### src/rtl/control_fsm.sv
// control_fsm: multi-cycle datapath controller (FETCH/DECODE/EXEC/MEM/WB/TRAP).
// Define ILLEGAL_TRAP_EN to route illegal opcodes through a one-cycle TRAP state.
module control_fsm #(
    parameter int OPW  = 5,
    parameter int ALUW = 3
) (
    input  logic            clk,
    input  logic            rst,
    input  logic [OPW-1:0]  OPCODE,
    input  logic [ALUW-1:0] ALUOP,
    input  logic            INSTR_VALID,
    input  logic            MEM_READY,
    input  logic            ZERO,
    output logic            IR_LOAD,
    output logic [ALUW-1:0] ALUSignal,
    output logic            OpbSelect,
    output logic            R2S,
    output logic            WE,
    output logic            RE,
    output logic            SelectMem,
    output logic            RWrite,
    output logic            Branch,
    output logic [2:0]      STATE,
    output logic            ILLEGAL
);
    typedef enum logic [2:0] {FETCH = 3'd0, DECODE, EXEC, MEM, WB, TRAP} state_t;
    state_t          state_q, state_d;
    logic [OPW-1:0]  op_q;
    logic [ALUW-1:0] aop_q;
    logic            is_r, is_ld, is_st, is_beq, is_addi, legal, exec_ph;
    assign is_r    = op_q == OPW'(0);
    assign is_ld   = op_q == OPW'(1);
    assign is_st   = op_q == OPW'(2);
    assign is_beq  = op_q == OPW'(3);
    assign is_addi = op_q == OPW'(4);
    assign legal   = op_q < OPW'(5);
    assign STATE   = state_q;
    // ALU controls stay stable from EXEC through writeback
    assign exec_ph   = state_q == EXEC || state_q == MEM || state_q == WB;
    assign ALUSignal = !exec_ph ? '0 : is_r ? aop_q : is_beq ? ALUW'(1) : '0;
    assign OpbSelect = exec_ph & (is_ld | is_st | is_addi);
    always_ff @(posedge clk or posedge rst) begin
        if (rst) begin
            state_q <= FETCH;
            op_q    <= '0;
            aop_q   <= '0;
        end else begin
            state_q <= state_d;
            if (IR_LOAD) begin
                op_q  <= OPCODE;
                aop_q <= ALUOP;
            end
        end
    end
    always_comb begin
        state_d   = FETCH;
        IR_LOAD   = 1'b0;
        R2S       = 1'b0;
        WE        = 1'b0;
        RE        = 1'b0;
        SelectMem = 1'b0;
        RWrite    = 1'b0;
        Branch    = 1'b0;
        ILLEGAL   = 1'b0;
        case (state_q)
            FETCH: begin
                IR_LOAD = INSTR_VALID & ~rst;
                state_d = INSTR_VALID ? DECODE : FETCH;
            end
`ifdef ILLEGAL_TRAP_EN
            DECODE: state_d = legal ? EXEC : TRAP;
            TRAP:   ILLEGAL = 1'b1;
`else
            DECODE: state_d = legal ? EXEC : FETCH;
`endif
            EXEC: begin
                Branch  = is_beq & ZERO;
                state_d = (is_ld | is_st) ? MEM : is_beq ? FETCH : WB;
            end
            MEM: begin
                RE      = is_ld;
                WE      = is_st;
                R2S     = is_st;
                state_d = !MEM_READY ? MEM : is_ld ? WB : FETCH;
            end
            WB: begin
                RWrite    = 1'b1;
                SelectMem = is_ld;
            end
            default: state_d = FETCH;
        endcase
    end
endmodule

### config.mk
export PLATFORM = sky130hd
export DESIGN_NAME = control_fsm
export DESIGN_NICKNAME = d
export VERILOG_FILES = /design/src/rtl/control_fsm.sv
export SDC_FILE = /design/constraint.sdc
export NUM_CORES = 1
export LEC_CHECK = 0
export ABC_AREA = 0
export BUFFER_PORTS_ARGS = -buffer_cell sky130_fd_sc_hd__buf_4
export CAP_MARGIN = 25
export CORE_MARGIN = 1
export CORE_UTILIZATION = 44
export CTS_BUF_LIST = sky130_fd_sc_hd__clkbuf_2 sky130_fd_sc_hd__clkbuf_4 sky130_fd_sc_hd__clkbuf_8
export DETAILED_ROUTE_END_ITERATION = 8
export HOLD_SLACK_MARGIN = 0.08
export PLACE_DENSITY = 0.77
export SLEW_MARGIN = 20
export SYNTH_ARGS = -nofsm -noshare
export SYNTH_HDL_FRONTEND = slang
export SYNTH_SLANG_ARGS = --single-unit
### constraint.sdc
create_clock -name clk -period 2 [get_ports clk]
set_clock_uncertainty 0.2 [all_clocks]
set_input_delay 0.4 -clock clk [delete_from_list [all_inputs] [get_ports clk]]
set_output_delay 0.4 -clock clk [all_outputs]
set_load 0.02 [all_outputs]
* Word-level counts from Yosys, hierarchy flattened
Cells that the tools add are included.
Widths: inputs -> output; s select.
** Storage, ports and cells
- Output and inout port bits :: 15
- Flip-flop bits (word level) :: 11
- Logic and storage cells :: 38
** Cells by class
- Muxes and demuxes :: 16
- Magnitude comparators :: 1
- Bitwise operators :: 6
- Reductions and logical operators :: 4
- Eq/ne operators :: 8
** Operators with widths (count)
- $mux 3 :: 6
- $pmux 3 s4 :: 1
- $eq 5x2->1 const B :: 2
- $mux 1 :: 8
- $eq 3x2->1 const B :: 2
- $eq 5x1->1 const B :: 1
- $eq 5x3->1 const B :: 1
- $logic_not 5->1 :: 1
- $lt 5x3->1 const B :: 1
- $and 1x1->1 :: 3
- $eq 3x1->1 const B :: 1
- $eq 3x3->1 const B :: 1
- $logic_not 3->1 :: 1
- $logic_or 1x1->1 :: 2
- $mux 2 :: 1
- $or 1x1->1 :: 2
- $not 1->1 :: 1

* Longest topological paths before layout
Gate-level depths: netlist (run 1).
- Depth after elaboration :: 4
- Depth in mapped cells :: 4
- Gate-level depth less buffers :: 3

* Worst setup path before layout (run 1)
Ideal clock, no wire load.
- Path kind :: reg-to-output
- Start point :: reg state_q[2] (netlist: STATE[2])
- End point :: out ALUSignal[2]
- Arrival time :: 2172 ps
- Cell stages (with the launch flop) :: 4
- Buffers on the path :: 0
- Slack :: -772 ps
- Cell sequence :: dfrtp_1 > nor3b_1 > nor2_1 > nor4b_1
** Between the ends
- Longest elaborated chain between the ends :: 4
** Ends and longest elaborated chain
- start: declaration :: line 27 : state_t state_q, state_d;
- start signal: assignment :: line 48 : state_q <= state_d;
- $eq 3x2->1 :: line 39 : assign exec_ph = state_q == EXEC || state_q == MEM || state_q == WB;
- $logic_or 1x1->1 :: line 39
- $logic_or 1x1->1 * :: line 39
- $mux 3 * :: line 40 : assign ALUSignal = !exec_ph ? '0 : is_r ? aop_q : is_beq ? ALUW'(1) : '0;
- end: declaration :: line 15 : output logic [ALUW-1:0] ALUSignal,
Mark *: on every way between the ends. The rest lies on a longest branch, timed or not.

* Worst setup path after layout (run 1)
- Start point :: reg state_q[1] (netlist: STATE[1])
- End point :: out IR_LOAD
** Between the ends
- Longest elaborated chain between the ends :: 2
** Ends and longest elaborated chain
- $logic_not 3->1 :: line 65 : case (state_q)
- $mux 1 :: line 65
- end: declaration :: line 14 : output logic IR_LOAD,
Every way passes these cells.

==> results of run 1 <==
registers in the layout, summed over array words and instances (netlist names):
signal and flops:
aop_q 3, STATE 3, op_q 5
metrics by stage:
step	setup slack [ns]	util, %	cell area (um2)	total power [uW]	hold WS (ns)
2_1_floorplan	-0.0180	-	782	1060	0.0522
3_3_place_gp	-0.0687	75.6	1040	1340	0.233
3_5_place_dp	-0.0981	75.6	1040	1360	0.240
4_1_cts	-0.214	84.0	1160	1660	0.156
5_1_grt	-0.296	88.0	1220	1890	0.145
6_report	-0.229	88.0	1220	1800	0.152
timing repair:
action	CTS	global route
resized for setup	14	8
hold endpoints to repair	11	0
endpoints found under the setup margin	18	17
hold buffers	1	0
pin swaps	3	5
buffers inserted	3	5
worst min-delay path by stage:
stage | startpoint | to | slack [ns]
global route | ALUOP[1] | aop_q[1] | 0.15
CTS | OPCODE[4] | op_q[4] | 0.16
detailed placement | rst | op_q[3] | 0.24
floorplan | rst | aop_q[0] | 0.05
global placement | rst | op_q[2] | 0.23
finish | OPCODE[1] | op_q[1] | 0.15
layout make-up:
| type | count | area [um2] |
|---|---|---|
| fill | 66 | 166 |
| multi-input combinational | 49 | 503 |
| clock buffer | 4 | 30.0 |
| timing repair buffer | 45 | 363 |
| tap | 15 | 18.8 |
| sequential | 11 | 282 |
| inverter | 3 | 20.0 |
per-layer routing:
metal	share of wire [%]	global-route usage (%)	vias to the layer above
met5	0	0	-
met4	2.7	8.39	0
met3	6.2	4.78	7
met2	50	45.9	36
met1	41	32.7	376
li1	-	-	335
synthesized netlist by cell type (3+ instances only):
master,n,share of area (%)
sky130_fd_sc_hd__nor2_1,4,2.2
sky130_fd_sc_hd__nand2_1,4,2.2
sky130_fd_sc_hd__nor4_1,3,2.7
sky130_fd_sc_hd__dfrtp_1,11,40
sky130_fd_sc_hd__inv_1,3,1.6
sky130_fd_sc_hd__nor4b_1,3,3.8
sky130_fd_sc_hd__mux2_4,8,17
sky130_fd_sc_hd__nor3_1,3,2.2
sky130_fd_sc_hd__o21ai_0,3,2.2
kinds of logic after synthesis:
family,after synthesis,share of synthesized area (%)
AO/OA/AOI/OAI,10,9.44
XOR/XNOR,2,2.54
buffers and inverters,8,6.53
flip-flops,11,39.9
multiplexers,8,17.4
other,1,0.544
AND/OR/NAND/NOR,28,23.6
power groups by stage:
stage                     logic (uW)  registers (uW)  clock network (uW)
after CTS                       1020             468                 173
after global routing            1210             490                 186
after detailed placement         913             451                   0
after global placement           895             443                   0
final                           1150             478                 173
after floorplan                  578             484                   0
==> results.py, run 1 <==
metrics = {
    "layout": {
        "most-common-layout-cells": "sky130_fd_sc_hd__buf_4, sky130_fd_sc_hd__mux2_4, sky130_fd_sc_hd__dfrtp_1, sky130_fd_sc_hd__buf_6, sky130_fd_sc_hd__dfrtp_2",
        "syn2layout_area_growth_pct": 76.4,
        "final_layout_size_suffix_gt1_share_pct": 71.4,
        "antennaDiodeCount": 0,
        "layoutNonFillerInstCount": 127,
        "most_common_cell_after_layout_fill_and_taps_aside": "sky130_fd_sc_hd__buf_4",
        "nets": 126,
    },
    "power_and_ir_drop": {
        "share_clk_of_total_power_pct": 9.6,
        "seqPwrFrac_pct": 26.5,
        "cellInternalPower_uw": 1030,
        "power.ir.vdd_worst_v": 0.00113,
        "cellPowerDensity_nw_per_um2": 1480,
        "comb_power_share_pct": 63.9,
        "leakagePower_uw": 0.000565,
        "net-switching-power_uw": 770,
        "p_sw_share_pct": 42.8,
    },
    "floorplanning": {
        "initial_core_util_pct": 49.9,
        "pin_count": 28,
        "fp-row-count": 13,
        "floorplan.die_area_um2": 1730,
        "die_width_um": 41.6,
        "die_y_um": 41.6,
        "coreArea_um2": 1380,
    },
    "worst_hold_path": {
        "hold_depth": 2,
        "hp-class": "in -> reg",
    },
    "placed_design": {
        "place.detailed.instances": 115,
        "dpl.hpwl_mm": 1.36,
        "gp_congestion": 0.750,
        "port_buffers": 26,
    },
    "drt": {
        "drt-initial-drc-count": 16,
        "per_cell_via_count_in_the_routed_design": 5.94,
        "route.detailed.wl_per_inst_um": 18.1,
        "drt_first_pass_iters": 4,
        "drt_drc_violations_left": 0,
        "postRouteWirelength_mm": 2.30,
        "drt.antenna.violating_nets": 0,
        "dr_total_vias": 754,
    },
    "setup_path": {
        "worst-endpoint-arrival_ns": 1.63,
        "max_stage_delay_ns": 0.42,
        "worst_setup_path_start_kind": "register",
        "crit_path_end": "IR_LOAD",
        "cp_slowest_cell": "sky130_fd_sc_hd__dfrtp_2",
        "worstSetupEndpointType": "primary output",
        "worst-path-max-fanout": 3,
        "critical_path.reg2reg.endpoint": "aop_q[2]",
        "worst_r2r_path_depth": 4,
        "timing.critical_path.cells": "or3b_4 -> or3_4 -> clkinv_4 -> buf_6",
        "worst_r2r_startpoint": "STATE[1]",
        "critical_path.top_delay_family": "simple AND/OR/NAND/NOR gates",
        "r2r_setup_slack_ns": 0.03,
        "path_depth": 4,
        "timing.critical_path.buf_inv": 2,
        "worstSetupStartpoint": "STATE[1]",
        "worstPathRequired_ns": 1.40,
        "path_class": "reg -> out",
    },
    "flow_run": {
        "max_cap_violations": 0,
    },
    "yosys": {
        "asyncSetResetFlopFracSynth_pct": 100,
        "synthDistinctLibCells": 26,
        "number_of_synthesized_flops_with_an_enable_pin": 0,
        "mappedNetlistNets": 81,
        "register_area_share_after_synthesis_pct": 39.9,
        "syn_area_um2": 689,
        "yosys_warns": 0,
        "dominantRegCellSynth": "sky130_fd_sc_hd__dfrtp_1",
        "post_synth_inst_count": 68,
        "ys_ff_latch": 11,
        "syn-mean-instance-area_um2": 10.1,
    },
    "global_routing": {
        "wire_length_of_the_first_global_routing_pass_mm": 3.40,
        "grt_max_degree": 12,
        "grt_use_total_pct": 26.4,
        "antenna_found_initial": 0,
        "overflow": 0,
        "number_of_global_route_vias_before_repair": 703,
    },
    "timing": {
        "totalNegativeSetupSlack_ns": -1.39,
        "max_freq_mhz": 449,
        "final_ws_setup_ns": -0.229,
        "finalSetupViolCount": 11,
        "grt_setup_unrepaired": "yes",
        "maxSlewViolCount": 0,
        "timing.final.hold_violations": 0,
        "tmin_final_ns": 2.23,
        "final.period_utilization_pct": 111,
    },
    "clock_network": {
        "clk_pin_slew_worst_paths_ns": 0.08,
        "clock_tree.htree_level_count": 1,
        "cts_tree": "yes",
        "clkSinkCount": 11,
        "cts_buffer_depth": 2,
        "clk_root_buf": "sky130_fd_sc_hd__clkbuf_4",
        "cts_buf_count": 3,
        "worstSkewPairLatency_ns": 0.28,
    },
    "outcome": {
        "status": "complete, but fails checks",
        "violated_checks": "negative setup slack",
    },
}
(Power assumes the default switching activity.)
==> run 2, diff against run 1 <==
--- a/config.mk
+++ b/config.mk
@@ -5,15 +5,16 @@
 export SDC_FILE = /design/constraint.sdc
 export NUM_CORES = 1
 export LEC_CHECK = 0
-export ABC_AREA = 0
+export ABC_AREA = 1
+export ABC_CLOCK_PERIOD_IN_PS = 2000
 export BUFFER_PORTS_ARGS = -buffer_cell sky130_fd_sc_hd__buf_4
 export CAP_MARGIN = 25
 export CORE_MARGIN = 1
-export CORE_UTILIZATION = 44
+export CORE_UTILIZATION = 43
 export CTS_BUF_LIST = sky130_fd_sc_hd__clkbuf_2 sky130_fd_sc_hd__clkbuf_4 sky130_fd_sc_hd__clkbuf_8
 export DETAILED_ROUTE_END_ITERATION = 8
 export HOLD_SLACK_MARGIN = 0.08
-export PLACE_DENSITY = 0.77
+export PLACE_DENSITY = 0.83
 export SLEW_MARGIN = 20
 export SYNTH_ARGS = -nofsm -noshare
 export SYNTH_HDL_FRONTEND = slang
==> run 2 against run 1 <==
  * The flow still finishes with violations (negative setup slack)
  * Worst hold slack got worse by 0.036 ns
  * Global-route usage shrank 6.6 points
  * Total power down 24%
  * Sequential power decreased by 4.6%
  * Critical path type unchanged
  * Non-clock buffer count decreased by 10
  * Synthesized cell count increased by 32%
==> results.py, run 2 <==
metrics = {
    "layout": {
        "nFillCells": 110,
        "ff_latch_area_um2": 280,
        "multi_input_comb_area_um2": 369,
        "layout_utilization_pct": 74.8,
        "antennaDiodeCount": 0,
        "final_layout_size_suffix_gt1_share_pct": 48.8,
        "most_common_cell_after_layout_fill_and_taps_aside": "sky130_fd_sc_hd__buf_4",
        "final_cell_area_excluding_filler_cells_um2": 1010,
        "flip_flop_count_of_the_largest_register_after_layout": 5,
        "most-common-layout-cells": "sky130_fd_sc_hd__buf_4, sky130_fd_sc_hd__nand2_1, sky130_fd_sc_hd__dfrtp_1, sky130_fd_sc_hd__inv_1, sky130_fd_sc_hd__nand3_1",
        "nets": 141,
        "largest-register": "op_q",
        "syn2layout_area_growth_pct": 54.6,
    },
    "clock_network": {
        "cts_buffer_depth": 2,
        "cts_buf_count": 3,
        "clk_root_buf": "sky130_fd_sc_hd__clkbuf_4",
        "clock_tree.htree_level_count": 1,
        "clkSinkCount": 11,
        "cts_tree": "yes",
        "worstSkewPairLatency_ns": 0.27,
        "clk_pin_slew_worst_paths_ns": 0.07,
    },
    "yosys": {
        "number_of_synthesized_flops_with_an_enable_pin": 0,
        "syn_area_um2": 653,
        "post-synth-top-area-fraction_pct": 42.1,
        "synth_top_cells_by_area": "sky130_fd_sc_hd__dfrtp_1, sky130_fd_sc_hd__nand2_1, sky130_fd_sc_hd__nand3_1",
        "ys_ff_latch": 11,
        "synth_area_leader_cell": "sky130_fd_sc_hd__dfrtp_1",
        "yosys_warns": 0,
        "synthDistinctLibCells": 19,
        "post_synth_inst_count": 90,
        "syn-mean-instance-area_um2": 7.26,
        "asyncSetResetFlopFracSynth_pct": 100,
        "dominantRegCellSynth": "sky130_fd_sc_hd__dfrtp_1",
        "mappedNetlistNets": 103,
        "synthTopCellsByCount": "sky130_fd_sc_hd__nand2_1, sky130_fd_sc_hd__dfrtp_1, sky130_fd_sc_hd__inv_1, sky130_fd_sc_hd__nand3_1, sky130_fd_sc_hd__nor2_1",
        "yosysMostFrequentCell": "sky130_fd_sc_hd__nand2_1",
        "register_area_share_after_synthesis_pct": 42.1,
    },
    "timing": {
        "final.period_utilization_pct": 102,
        "totalNegativeSetupSlack_ns": -0.112,
        "maxSlewViolCount": 0,
        "finalSetupViolCount": 5,
        "final_ws_setup_ns": -0.0390,
        "grt_setup_unrepaired": "yes",
        "fin_hold_ws_ns": 0.115,
        "max_freq_mhz": 490,
        "timing.final.hold_violations": 0,
        "tmin_final_ns": 2.04,
    },
    "global_routing": {
        "number_of_global_route_vias_before_repair": 537,
        "wire_length_of_the_first_global_routing_pass_mm": 2.08,
        "overflow": 0,
        "grt_max_degree": 12,
        "grt_use_total_pct": 19.8,
        "antenna_found_initial": 0,
    },
    "setup_path": {
        "worst_r2r_startpoint": "STATE[0]",
        "worst_r2r_path_depth": 5,
        "critical_path.reg2reg.endpoint": "aop_q[0]",
        "worst_setup_path_start_kind": "register",
        "path_class": "reg -> out",
        "worst-endpoint-arrival_ns": 1.44,
        "worstPathRequired_ns": 1.40,
        "worstSetupEndpointType": "primary output",
        "worst-path-max-fanout": 6,
        "r2r_setup_slack_ns": 0.66,
    },
    "placed_design": {
        "dpl-instance-area_um2": 865,
        "dpl.hpwl_mm": 1.07,
        "port_buffers": 26,
        "gp_congestion": 0.781,
        "place_ws_ns": 0.236,
    },
    "drt": {
        "drt_first_pass_iters": 4,
        "drt_drc_violations_left": 0,
        "drt-initial-drc-count": 20,
        "per_cell_via_count_in_the_routed_design": 5.10,
        "postRouteWirelength_mm": 1.69,
        "route.detailed.wl_per_inst_um": 11.9,
        "dr_total_vias": 724,
        "drt.antenna.violating_nets": 0,
    },
    "worst_hold_path": {
        "hp-class": "in -> reg",
        "hold_path.startpoint": "OPCODE[4]",
        "hold-path-endpoint": "op_q[4]",
        "hold_depth": 3,
    },
    "outcome": {
        "status": "complete, but fails checks",
        "violated_checks": "negative setup slack",
    },
    "flow_run": {
        "max_cap_violations": 0,
    },
    "power_and_ir_drop": {
        "power.ir.vdd_worst_v": 0.000664,
        "cellPowerDensity_nw_per_um2": 1350,
        "leakagePower_uw": 0.000515,
    },
    "floorplanning": {
        "fp-row-count": 13,
        "initial_core_util_pct": 48.4,
        "die_width_um": 41.0,
        "pin_count": 28,
        "die_y_um": 41.0,
        "coreArea_um2": 1350,
        "floorplan.die_area_um2": 1680,
    },
}
run 2: what timing repair did:
action / CTS / global route
gates resized for setup: 6 / 10
endpoints found under the setup margin: 9 / 10
buffers inserted: 2 / 5
endpoints found under the hold margin: 11 / 0
pin swaps: 4 / 5
hold buffers: 1 / 0
run 2: cell families (layout without fill, tap and decap cells):
family | Yosys count | in the layout | synth area share [%]
flops | 11 | 11 | 42.1
simple gates | 62 | 62 | 46.0
compound gates | 3 | 3 | 2.30
other cells | 1 | 1 | 0.574
buf+inv | 13 | 50 | 9.00
run 2: routing by layer:
metal / share of wire, % / track usage, % / vias up
met5: 0 / 0 / -
met4: 2.2 / 10.0 / 0
met3: 5.5 / 4.89 / 5
met2: 52 / 33.6 / 30
met1: 40 / 22.8 / 333
li1: - / - / 356
run 2: worst max-delay path by stage:
stage / from / slack (ns) / cells after the start / endpoint
after global routing: op_q[1] / -0.12 / 4 / ALUSignal[2]
after global placement: STATE[0] / 0.26 / 6 / OpbSelect
final: op_q[1] / -0.04 / 4 / ALUSignal[2]
after floorplan: STATE[0] / -0.02 / 5 / ALUSignal[1]
after CTS: op_q[4] / 0.006 / 5 / ALUSignal[0]
after detailed placement: STATE[0] / 0.24 / 6 / ALUSignal[1]
run 2: final cells by class:
type	count	area share, %
flip-flops and latches	11	27.8
multi-input cells	66	36.6
inverters	11	4.58
clock buffers	4	2.97
well taps	15	1.86
repair buffers	35	26.3
run 2: metrics by stage:
step                total power [uW]  instances
floorplan                        824         90
global placement                 968        130
detailed placement               989        130
CTS                             1230        137
global route                    1460        142
finish                          1370        142
run 2: power breakdown:
group / internal (uW) / switching [uW]
combinational: 304 / 439
clock: 90.9 / 78.1
sequential: 329 / 127
run 2: worst max-delay path, stage by stage, from the launching register on:
cell                      delay, ns
sky130_fd_sc_hd__dfrtp_2       0.46
sky130_fd_sc_hd__nor2_4        0.18
sky130_fd_sc_hd__nand3_1       0.15
sky130_fd_sc_hd__nor3_2        0.21
sky130_fd_sc_hd__buf_4         0.17
